<file path="src/rtl/pc_seq_pkg.sv">
// Shared encodings for the program-counter sequencer: command codes, FSM states, widths.
package pc_seq_pkg;

  localparam int unsigned PC_W   = 16;
  localparam int unsigned BYTE_W = 8;
  localparam int unsigned CMD_W  = 3;

  typedef enum logic [CMD_W-1:0] {
    CMD_NOP    = 3'd0,
    CMD_INC    = 3'd1,
    CMD_BRANCH = 3'd2,
    CMD_JMPABS = 3'd3,
    CMD_LOAD   = 3'd4
  } cmd_e;

  typedef enum logic [1:0] {
    ST_IDLE   = 2'd0,
    ST_BR_FIX = 2'd1,
    ST_JMP_LO = 2'd2,
    ST_JMP_HI = 2'd3
  } state_e;

  // Adjust the page byte by one in the latched branch direction.
  function automatic logic [BYTE_W-1:0] page_step(input logic [BYTE_W-1:0] pch, input logic up);
    return up ? BYTE_W'(pch + BYTE_W'(1)) : BYTE_W'(pch - BYTE_W'(1));
  endfunction

endpackage

</file>
<file path="src/rtl/pc_sequencer_adder.sv">
// 8-bit low-byte adder for relative branches; flags when the signed displacement leaves the page.
module pc_byte_adder
  import pc_seq_pkg::*;
(
  input  logic [BYTE_W-1:0] a_i,
  input  logic [BYTE_W-1:0] b_i,
  output logic [BYTE_W-1:0] sum_o,
  output logic              carry_o,
  output logic              page_cross_o
);

  logic [BYTE_W:0] full_sum;

  assign full_sum     = {1'b0, a_i} + {1'b0, b_i};
  assign sum_o        = full_sum[BYTE_W-1:0];
  assign carry_o      = full_sum[BYTE_W];
  // Forward offset crosses on carry, backward offset crosses on missing carry.
  assign page_cross_o = b_i[BYTE_W-1] ^ full_sum[BYTE_W];

endmodule

</file>
<file path="src/rtl/pc_sequencer.sv">
// Program-counter sequencer: increment, load, two-byte absolute jump and relative branch,
// with an extra page-fix cycle when a branch leaves the current page. All advances gated by RDY.
module pc_sequencer
  import pc_seq_pkg::*;
#(
  parameter logic [15:0] RESET_PC = 16'h0000
) (
  input  logic        PHI0,
  input  logic        RES,
  input  logic        RDY,
  input  logic        CMD_VALID,
  input  logic [2:0]  CMD,
  output logic        CMD_READY,
  input  logic        TAKEN,
  input  logic [7:0]  OFFSET,
  input  logic [7:0]  ADL,
  input  logic [7:0]  ADH,
  input  logic [7:0]  DL,
  output logic [15:0] PC,
  output logic        BUSY,
  output logic        PAGE_FIX,
  output logic        DONE
);

  state_e              state_q;
  logic [PC_W-1:0]     pc_q;
  logic [BYTE_W-1:0]   temp_q;
  logic                dir_up_q;
  logic                done_q;

  logic [BYTE_W-1:0]   br_sum;
  logic                br_carry;
  logic                br_cross;

  pc_byte_adder u_br_add (
    .a_i          (pc_q[BYTE_W-1:0]),
    .b_i          (OFFSET),
    .sum_o        (br_sum),
    .carry_o      (br_carry),
    .page_cross_o (br_cross)
  );

  // Sequencer state, PC and completion pulse; everything freezes while RDY is low.
  always_ff @(posedge PHI0 or posedge RES) begin
    if (RES) begin
      state_q  <= ST_IDLE;
      pc_q     <= RESET_PC;
      temp_q   <= '0;
      dir_up_q <= 1'b0;
      done_q   <= 1'b0;
    end else if (RDY) begin
      done_q <= 1'b0;
      unique case (state_q)
        ST_IDLE: begin
          if (CMD_VALID) begin
            done_q <= 1'b1;
            case (CMD)
              CMD_INC:  pc_q <= PC_W'(pc_q + PC_W'(1));
              CMD_LOAD: pc_q <= {ADH, ADL};
              CMD_BRANCH: begin
                if (TAKEN) begin
                  pc_q[BYTE_W-1:0] <= br_sum;
                  // A crossing branch's carry tells the page direction.
                  if (br_cross) begin
                    dir_up_q <= br_carry;
                    state_q  <= ST_BR_FIX;
                    done_q   <= 1'b0;
                  end
                end
              end
              CMD_JMPABS: begin
                state_q <= ST_JMP_LO;
                done_q  <= 1'b0;
              end
              default: ;
            endcase
          end
        end
        ST_BR_FIX: begin
          pc_q[PC_W-1:BYTE_W] <= page_step(pc_q[PC_W-1:BYTE_W], dir_up_q);
          state_q             <= ST_IDLE;
          done_q              <= 1'b1;
        end
        ST_JMP_LO: begin
          temp_q  <= DL;
          pc_q    <= PC_W'(pc_q + PC_W'(1));
          state_q <= ST_JMP_HI;
        end
        ST_JMP_HI: begin
          pc_q    <= {DL, temp_q};
          state_q <= ST_IDLE;
          done_q  <= 1'b1;
        end
        default: state_q <= ST_IDLE;
      endcase
    end
  end

  assign CMD_READY = (state_q == ST_IDLE) & RDY & ~RES;
  assign PC        = pc_q;
  assign BUSY      = (state_q != ST_IDLE);
  assign PAGE_FIX  = (state_q == ST_BR_FIX);
  assign DONE      = done_q;

endmodule

</file>
<file path="config.mk">
export PLATFORM = sky130hd
export DESIGN_NAME = pc_sequencer
export DESIGN_NICKNAME = d
export VERILOG_FILES = /design/src/rtl/pc_seq_pkg.sv /design/src/rtl/pc_sequencer_adder.sv /design/src/rtl/pc_sequencer.sv
export SDC_FILE = /design/constraint.sdc
export NUM_CORES = 1
export LEC_CHECK = 0
export CORE_MARGIN = 2
export CORE_UTILIZATION = 24
export CTS_BUF_LIST = sky130_fd_sc_hd__clkbuf_8
export DETAILED_ROUTE_END_ITERATION = 8
export PLACE_DENSITY = 0.52
export REMOVE_ABC_BUFFERS = 1
export SLEW_MARGIN = 5
export SYNTH_ARGS = -nofsm -noshare
export SYNTH_HDL_FRONTEND = slang
export SYNTH_SLANG_ARGS = --single-unit
</file>
<file path="constraint.sdc">
create_clock -name PHI0 -period 1.9 [get_ports PHI0]
set_input_delay 0.19 -clock PHI0 [delete_from_list [all_inputs] [get_ports PHI0]]
set_output_delay 0.19 -clock PHI0 [all_outputs]
set_load 0.005 [all_outputs]
</file>
==> results.toml, run 1 <==
[timing]
worst_slew_pin_slew_ps = 423
rsz0062_at_grt = "true"
setup_slack_ps = -71.9
final.min_clock_period_ps = 1970
skew_ps = 4.32
clock.fmax_mhz = 507
setup_tns_ps = -391
setup_violations = 8
slew_headroom_pct = 71.5
drv_slew = 0
finalCritPeriodShare_pct = 104
hold_violations = 0

[power_and_ir_drop]
switching_power_mw = 3.02
switching_share_pct = 44.1
power_density_mw_per_mm2 = 1400
pwr-share-seq_pct = 16.7
power_mw = 6.83
p_leak_nw = 2.03
ir_drop_mv = 0.351
clockPowerShare_pct = 6.0
internal-power_mw = 3.82
combinationalPowerShare_pct = 77.4

[logic_synthesis]
synth_commonest_cells = "nor2_1, nand2_1, dfrtp_1, o21ai_0, a21oi_1"
yosys.area.top_type = "dfrtp_1"
ys_ff_latch = 28
synth_cells = 361
synth_top_cell_area_share_pct = 24.4
yosys_most_used_dff = "dfrtp_1"
synth-seq-area-share_pct = 24.4
ys_top_cells_by_area = "dfrtp_1, ha_1, o21ai_0, mux2_2, nor2_1"
synth_most_common_cell = "nor2_1"
async_flop_share_pct = 100
synth-edff-count = 0
synth_warnings = 0
syn_area_mm2 = 0.00288
yosysUniqueCellTypes = 62
avgSynthCellArea_um2 = 7.97

[clocking]
cts_tree = "done"
cts.sinks = 28
clk_pin_slew_ps = 110
insertion_delay_ps = 290
htreeDepth = 1
clockBufferDepth = 2
ctsHoldBuffers = 0
cts_buffers = 3
cts_root_buffer = "clkbuf_8"

[placed_design]
place_congestion = 0.885
dp_cells = 632
dp_hpwl_um = 8350
numPortBuffers = 59
postPlaceCellArea_mm2 = 0.00421
dpl_worst_slack_ps = -537

[layout]
fill_cells = 1137
final_cell_area_mm2 = 0.00487
syn_to_final_growth_pct = 69.4
insertedDiodeCount = 0
finalNonFillerCells = 654
multiInputGateArea_mm2 = 0.00246
fin_nets = 569
drive_above_1_share_pct = 37.8
seqCellArea_um2 = 707

[status]
status = "finished with violations"
failed_checks = "negative setup slack"

[grt]
antenna_found_initial = 0
grt_max_degree = 29
grt_pass1_vias = 3333
overflow = 0
grt_pass1_wl_um = 17200
grt_usage_pct = 16.5

[setup_path]
crit_arrival_ps = 2160
regToRegSetupSlack_ps = -70
criticalPathCategory = "flip-flop to flip-flop"
startpoint_type = "flip-flop"
cp_max_fo = 3
endpoint_kind = "flip-flop"
required_ps = 2090

[route]
wl_per_cell_um = 16.8
vias = 3391
drt_iter0_markers = 249
firstDrtPassIters = 5
detail-route-antenna-nets = 0
vias_per_cell = 5.19
drc_errors = 0
postRouteWirelength_um = 11000

[die]
fp-row-count = 39
initial_core_util_pct = 24.9
ios = 60
die_w_um = 113
die_area_mm2 = 0.0129
fp.dieH_um = 113
coreArea_mm2 = 0.0116

[min_path]
worstHoldPathType = "input port to async pin"

[run]
maxCapViolCount = 0
cell usage in the layout (no fill, tap or decap), types with 3 or more instances in the layout:
cell / synthesis / final
nand2b_1: 8 / 7
mux2_2: 12 / 9
mux2_4: 0 / 3
dfrtp_2: 0 / 5
clkbuf_8: 0 / 4
a21oi_1: 23 / 20
o22ai_2: 0 / 3
nand2_1: 30 / 28
nor3_2: 1 / 3
o21ai_1: 3 / 11
xnor2_1: 11 / 8
a31oi_1: 7 / 7
nor2_1: 34 / 30
o211ai_1: 7 / 7
xnor2_2: 0 / 3
o21a_1: 3 / 3
nor2b_1: 6 / 5
o31ai_1: 7 / 4
buf_6: 0 / 6
buf_4: 3 / 97
xor2_1: 6 / 3
a21oi_2: 1 / 4
nand4_1: 5 / 5
ha_4: 0 / 5
o21ai_0: 27 / 17
nand3b_1: 3 / 3
nor3_1: 13 / 10
nand3_1: 8 / 8
a21o_1: 6 / 6
or3_1: 4 / 3
clkdlybuf4s50_1: 0 / 58
inv_1: 16 / 14
mux2i_1: 7 / 7
dfrtp_1: 28 / 23
xor2_2: 0 / 3
a211oi_2: 2 / 7
ha_1: 15 / 9
layout make-up:
class	count	share of cell area, %
Clock buffer	4	1.13
Multi-Input combinational cell	300	50.6
Sequential cell	28	14.5
Inverter	16	1.34
Timing Repair Buffer	163	28.8
Tap cell	143	3.67
per-layer routing:
metal | wire [um] | global-route usage (%) | vias to the layer above
li1 | - | - | 1640
met1 | 5280 | 24.1 | 1658
met2 | 5110 | 27.1 | 88
met3 | 530 | 2.02 | 5
met4 | 53 | 1.95 | 0
met5 | 0 | 0 | -
cells by family after synthesis:
group | count (synthesis) | synth area share [%]
flip-flops | 28 | 24.4
AND/OR/NAND/NOR | 128 | 23.1
XOR/XNOR | 17 | 5.18
adder cells (fa/ha/maj) | 17 | 7.92
buffers and inverters | 33 | 5.05
multiplexers | 19 | 7.13
AO/OA/AOI/OAI | 119 | 27.3
registers in the layout, indices dropped and copies added (netlist names):
signal and cells:
temp_q 8, state_q 2, DONE 1, PC 16, dir_up_q 1
power by group through the flow:
stage          Clock, mW  Sequential, mW  Combinational (mW)
4_1_cts            0.418            1.14                4.53
3_3_place_gp           0            1.12                4.14
6_report           0.408            1.14                5.29
3_5_place_dp           0            1.12                4.20
2_1_floorplan          0            1.26                2.05
5_1_grt            0.436            1.18                5.74
critical path: stages (launching register included):
cell	delay (ps)
dfrtp_1	400
ha_2	190
fa_2	370
a21o_1	210
a211oi_2	240
nor3_2	80
a221oi_2	170
o211ai_1	100
o21a_1	110
metrics by stage:
stage          utilization (%)  hold slack, ps
6_report                  42.1             311
4_1_cts                   38.6             335
3_5_place_dp              36.4             491
2_1_floorplan                -             255
3_3_place_gp              36.4             485
5_1_grt                   42.1             373
repair_timing:
item                       4_1_cts  5_1_grt
setup buffers                    2       16
resized for setup               40       67
setup endpoints to repair       18       23
pin swaps                       20       29
final timing paths:
path	startpoint	endpoint	cells after the start
setup / recovery	PC[0]$_DFFE_PP0P_	PC[4]$_DFFE_PP0P_	8
hold / removal	RES	PC[15]$_DFFE_PP0P_	3
setup reg to reg	PC[0]$_DFFE_PP0P_	PC[4]$_DFFE_PP0P_	8
hold reg to reg	temp_q[4]$_DFFE_PP0P_	temp_q[4]$_DFFE_PP0P_	1
max in group asynchronous	RES	PC[1]$_DFFE_PP0P_	3
min in group PHI0	temp_q[4]$_DFFE_PP0P_	temp_q[4]$_DFFE_PP0P_	1
(Power assumes the default switching activity.)
==> run 2: changes to the inputs <==
- SLEW_MARGIN: 5 -> default
==> results of run 2 <==
Same layout as run 1: the final DEF is identical, and so are final timing and power.
